**src/rtl/mux_nx1_pipe.sv**
```systemverilog
// mux_nx1_pipe: parametrised N-to-1 datapath multiplexer with a single-entry registered
// output stage and valid/ready handshake. In scan mode an internal counter walks the
// inputs round-robin, advancing once per accepted transfer.
//
// Optional feature: define MUX_PARITY_EN to add output Y_Par (= ^Y, registered with Y).
//
// Ports:
//   Clk        rising-edge clock
//   Reset      asynchronous, active-high reset
//   X          packed inputs; input i = X[i*WIDTH +: WIDTH]
//   Sel        input index used when Mode=0
//   Mode       0 = direct select, 1 = scan (internal counter)
//   In_Valid   upstream offers a selection this cycle
//   In_Ready   block can accept (combinational)
//   Y          registered selected data
//   Out_Valid  Y holds a valid result
//   Out_Ready  downstream consumes Y this cycle
//   Scan_Idx   current scan counter value
//   Sel_Err    last accepted select was out of range (status, valid with Out_Valid)
//   Y_Par      (MUX_PARITY_EN only) even parity of Y
module mux_nx1_pipe #(
  parameter int unsigned WIDTH  = 32,
  parameter int unsigned NUM_IN = 16,
  parameter int unsigned SEL_W  = 4
) (
  input  logic                    Clk,
  input  logic                    Reset,
  input  logic [WIDTH*NUM_IN-1:0] X,
  input  logic [SEL_W-1:0]        Sel,
  input  logic                    Mode,
  input  logic                    In_Valid,
  output logic                    In_Ready,
  output logic [WIDTH-1:0]        Y,
  output logic                    Out_Valid,
  input  logic                    Out_Ready,
  output logic [SEL_W-1:0]        Scan_Idx,
  output logic                    Sel_Err
`ifdef MUX_PARITY_EN
  ,
  output logic                    Y_Par
`endif
);

  // One extra bit so NUM_IN itself is representable even when NUM_IN == 2**SEL_W.
  localparam logic [SEL_W:0]   NumInW  = (SEL_W + 1)'(NUM_IN);
  localparam logic [SEL_W-1:0] LastIdx = SEL_W'(NUM_IN - 1);

  logic [WIDTH-1:0] y_q, y_d;
  logic             valid_q, valid_d;
  logic [SEL_W-1:0] scan_q, scan_d;
  logic             err_q, err_d;

  logic [SEL_W-1:0] idx;
  logic             idx_oob;
  logic [WIDTH-1:0] sel_data;
  logic             accept;

  assign idx      = Mode ? scan_q : Sel;
  assign idx_oob  = ({1'b0, idx} >= NumInW);
  assign In_Ready = !valid_q || Out_Ready;
  assign accept   = In_Valid && In_Ready;

  // Compare-and-select loop: an out-of-range index matches no input and yields zero.
  always_comb begin
    sel_data = '0;
    for (int unsigned i = 0; i < NUM_IN; i++) begin
      if (idx == SEL_W'(i)) begin
        sel_data = X[i*WIDTH +: WIDTH];
      end
    end
  end

  always_comb begin
    y_d     = y_q;
    err_d   = err_q;
    valid_d = valid_q;
    scan_d  = scan_q;
    if (accept) begin
      y_d     = sel_data;
      err_d   = idx_oob;
      valid_d = 1'b1;
      if (Mode) begin
        scan_d = (scan_q == LastIdx) ? '0 : scan_q + 1'b1;
      end
    end else if (Out_Ready) begin
      valid_d = 1'b0;
    end
  end

  always_ff @(posedge Clk or posedge Reset) begin
    if (Reset) begin
      y_q     <= '0;
      valid_q <= 1'b0;
      scan_q  <= '0;
      err_q   <= 1'b0;
    end else begin
      y_q     <= y_d;
      valid_q <= valid_d;
      scan_q  <= scan_d;
      err_q   <= err_d;
    end
  end

  assign Y         = y_q;
  assign Out_Valid = valid_q;
  assign Scan_Idx  = scan_q;
  assign Sel_Err   = err_q;

`ifdef MUX_PARITY_EN
  logic par_q, par_d;

  assign par_d = accept ? ^sel_data : par_q;

  always_ff @(posedge Clk or posedge Reset) begin
    if (Reset) begin
      par_q <= 1'b0;
    end else begin
      par_q <= par_d;
    end
  end

  assign Y_Par = par_q;
`endif

endmodule

```
**config.mk**
```make
export PLATFORM = sky130hd
export DESIGN_NAME = mux_nx1_pipe
export DESIGN_NICKNAME = d
export VERILOG_FILES = /design/src/rtl/mux_nx1_pipe.sv
export SDC_FILE = /design/constraint.sdc
export NUM_CORES = 1
export LEC_CHECK = 0
export CAP_MARGIN = 15
export CORE_AREA = 2 2 216 218
export CTS_BUF_LIST = sky130_fd_sc_hd__clkbuf_16
export CTS_CLUSTER_DIAMETER = 40
export CTS_CLUSTER_SIZE = 14
export DETAILED_ROUTE_END_ITERATION = 6
export DIE_AREA = 0 0 218 220
export PLACE_DENSITY = 0.48
export SYNTH_ARGS = -nofsm -noshare
export SYNTH_HDL_FRONTEND = slang
export SYNTH_SLANG_ARGS = --single-unit
```
**constraint.sdc**
```tcl
create_clock -name Clk -period 3.1 [get_ports Clk]
set_clock_uncertainty 0.1 [all_clocks]
set_input_delay 0.31 -clock Clk [delete_from_list [all_inputs] [get_ports Clk]]
set_output_delay 0.31 -clock Clk [all_outputs]
set_load 0.02 [all_outputs]
```
==> impl_metrics.csv <==
group,metric,value,unit
run_status,status,"finished clean",
hold_path,min_path_type,"primary input to async pin",
cts,cts_hold_buf,0,
finish,num-fill-cells,5049,
synth,ys_types,71,
cts,cts_tree,"done",
synth,synth-main-ff-cell,"dfrtp_1",
pwr,vdd_drop_max,0.235,mV
timing,final_hold_viol_count,0,
cts,cts_root_buf,"clkbuf_16",
floorplan,die-area,48000,um^2
worst_setup_path,cp-start-kind,"primary input",
timing,fin_ws,0.159,ns
global_routing,antenna_found_initial,30,
cts,cts_resized,0,
placement,postPlaceCellArea,13500,um^2
pwr,powerDensity,482,nW/um^2
synth,syn_area,6720,um^2
placement,place_congestion,0.907,
floorplan,fp.dieH,220,um
timing,max_freq,340,MHz
route,drtIter0Drc,1053,
global_routing,grt_pass1_vias,11300,
finish,fin_area,13600,um^2
route,vias_per_cell,5.26,
global_routing,grt_pass1_wl,86100,um
finish,nNetsFinal,2020,
cts,cts_buffers,5,
synth,synth_area_leaders,"dfrtp_1, o21ai_0, nand2_1",
route,wirelength,64400,um
floorplan,fp.coreArea,45900,um^2
worst_setup_path,crit_path_cell_trace,"clkdlybuf4s50_1 -> mux2_4 -> mux2_2 -> a222oi_1 -> o221ai_1 -> a31oi_1 -> o21ai_0",
synth,synth_nets,1476,
synth,yosysMostFrequentCell,"o21ai_0",
worst_setup_path,worstPathArrival,3.04,ns
worst_setup_path,cp-end-kind,"flip-flop",
global_routing,grt_overflow,0,
synth,synth_top_cell_by_area,"dfrtp_1",
placement,place_hpwl,53000,um
timing,tightest_slew,0.773,ns
global_routing,grt_max_degree,39,
finish,regArea,926,um^2
floorplan,die_w,218,um
pwr,p_leak,4.84,nW
synth,ys_ff_latch,37,
cts,post_cts_buffers,0,
cts,clk_pin_slew,0.07,ns
timing,finalCritPeriodShare,94.9,%
cts,htree_levels,2,
synth,yosysSeqAreaShare,13.8,%
floorplan,initial_core_util,14.6,%
timing,maxSlewViolCount,0,
worst_setup_path,cpPeakStageDelay,0.67,ns
synth,synthCells,954,
timing,finalSetupViolCount,0,
route,dr.pass1.iters,6,
finish,multiInputGateArea,5300,um^2
route,vias,11100,
cts,clock_path_buffers,2,
worst_setup_path,critPathRequiredTime,3.20,ns
finish,syn2layout_area_growth,103,%
synth,yosysTopAreaCellShare,13.8,%
timing,worst_slew_margin_rel,48.4,%
timing,rsz0062_at_grt,"no",
synth,synthArstFlopShare,100,%
cts,clkLatencyLatePin,0.32,ns
cts,cts_sinks,37,
worst_setup_path,setup.worst_path.class,"primary input to flip-flop",
floorplan,rows,79,
global_routing,grt_use_total,25.7,%
worst_setup_path,worst_path_max_delay_cell,"clkdlybuf4s50_1",
synth,synth_area_per_cell,7.04,um^2
synth,ys_warn_count,0,
synth,synth_common_cells,"o21ai_0, nand2_1, a21oi_1",
worst_setup_path,path_max_fanout,22,
placement,portBuffers,558,
route,drc,0,
route,wl_per_cell,30.4,um
route,ant_nets,0,
synth,synth-edff-count,0,
finish,drive_above_1_share,10.7,%
pwr,p_total,6.57,mW
job,cap_violations,0,
placement,place_ws,-0.0949,ns
floorplan,io-pin-count,560,
timing,layout_min_cycle_time,2.94,ns
## layer usage
metal	part of all wire, %	wire length, um	track usage, %
met5	0.34	217	0
met2	49	31400	44.5
met4	3.4	2190	10.4
met3	9.7	6240	7.78
met1	38	24400	29.3
## logic make-up (layout without fill, tap and decap cells)
kind of cell	count (synthesis)	after routing	share of synthesized area (%)
XOR/XNOR	1	1	0.130
adder cells (fa/ha/maj)	1	1	0.186
buffers and inverters	130	675	9.18
multiplexers	53	53	10.0
flip-flops	37	37	13.8
other	1	13	0.0558
AO/OA/AOI/OAI	485	485	49.7
AND/OR/NAND/NOR	246	246	16.9
## power by group
group	internal, mW	switching (mW)	leakage (nW)
clock	0.294	0.289	0.0687
sequential	0.685	0.203	0.450
combinational	2.25	2.85	4.32
total	3.23	3.34	4.84
## flip-flops by register name, summed over array words and instances (netlist names)
name / flops
Scan_Idx: 4
Y: 32
Out_Valid: 1
## metrics by stage
stage                     TNS [ns]  utilization, %  hold WS [ns]  std cells
after floorplan                  0               -         0.318        954
after global placement      -0.196            29.4         0.396       2098
after detailed placement    -0.230            29.4         0.399       2098
after CTS                        0            29.7         0.361       2106
after global routing             0            29.7         0.402       2115
final                            0            29.8         0.357       2118
## worst max-delay path, delay by kind of cell
family | cells | cell delay [ns]
AOI/OAI and AO/OA | 4 | 1.14
buffers and inverters | 1 | 0.67
muxes | 2 | 0.90
## worst paths after layout
path                        startpoint     to  slack (ns)  depth (start not counted)
setup / recovery                Sel[1]  Y[10]        0.16                          7
hold / removal                   Reset  Y[16]        0.36                          2
setup reg to reg           Scan_Idx[0]  Y[10]        0.24                          7
hold reg to reg                  Y[30]  Y[30]        0.41                          2
max in group asynchronous        Reset  Y[30]        1.75                          3
min in group Clk                 Y[30]  Y[30]        0.41                          2
## layout by cell type (no fill, tap or decap), types with 11 or more instances in the layout
cell / instances
a211oi_1: 26
a21oi_1: 46
a221oi_1: 13
a222oi_1: 31
a22oi_1: 28
a31oi_1: 20
a32oi_1: 11
buf_12: 13
buf_4: 79
clkdlybuf4s50_1: 557
dfrtp_1: 37
diode_2: 12
inv_1: 17
mux2_2: 28
mux2i_1: 11
nand2_1: 103
nand2b_1: 11
nand3_1: 34
nor2_1: 40
nor3_1: 20
o211ai_1: 31
o21ai_0: 132
o221ai_1: 25
o22ai_1: 45
## cell type report
| class | count | share of cell area, % |
|---|---|---|
| multi-input cells | 787 | 38.8 |
| diodes | 12 | 0.220 |
| inverters | 18 | 0.495 |
| flip-flops and latches | 37 | 6.78 |
| repair buffers | 649 | 47.1 |
| clock inverters | 3 | 0.0917 |
| well taps | 607 | 5.57 |
| clock buffers | 5 | 0.917 |
Power figures use the tool's default switching activity.
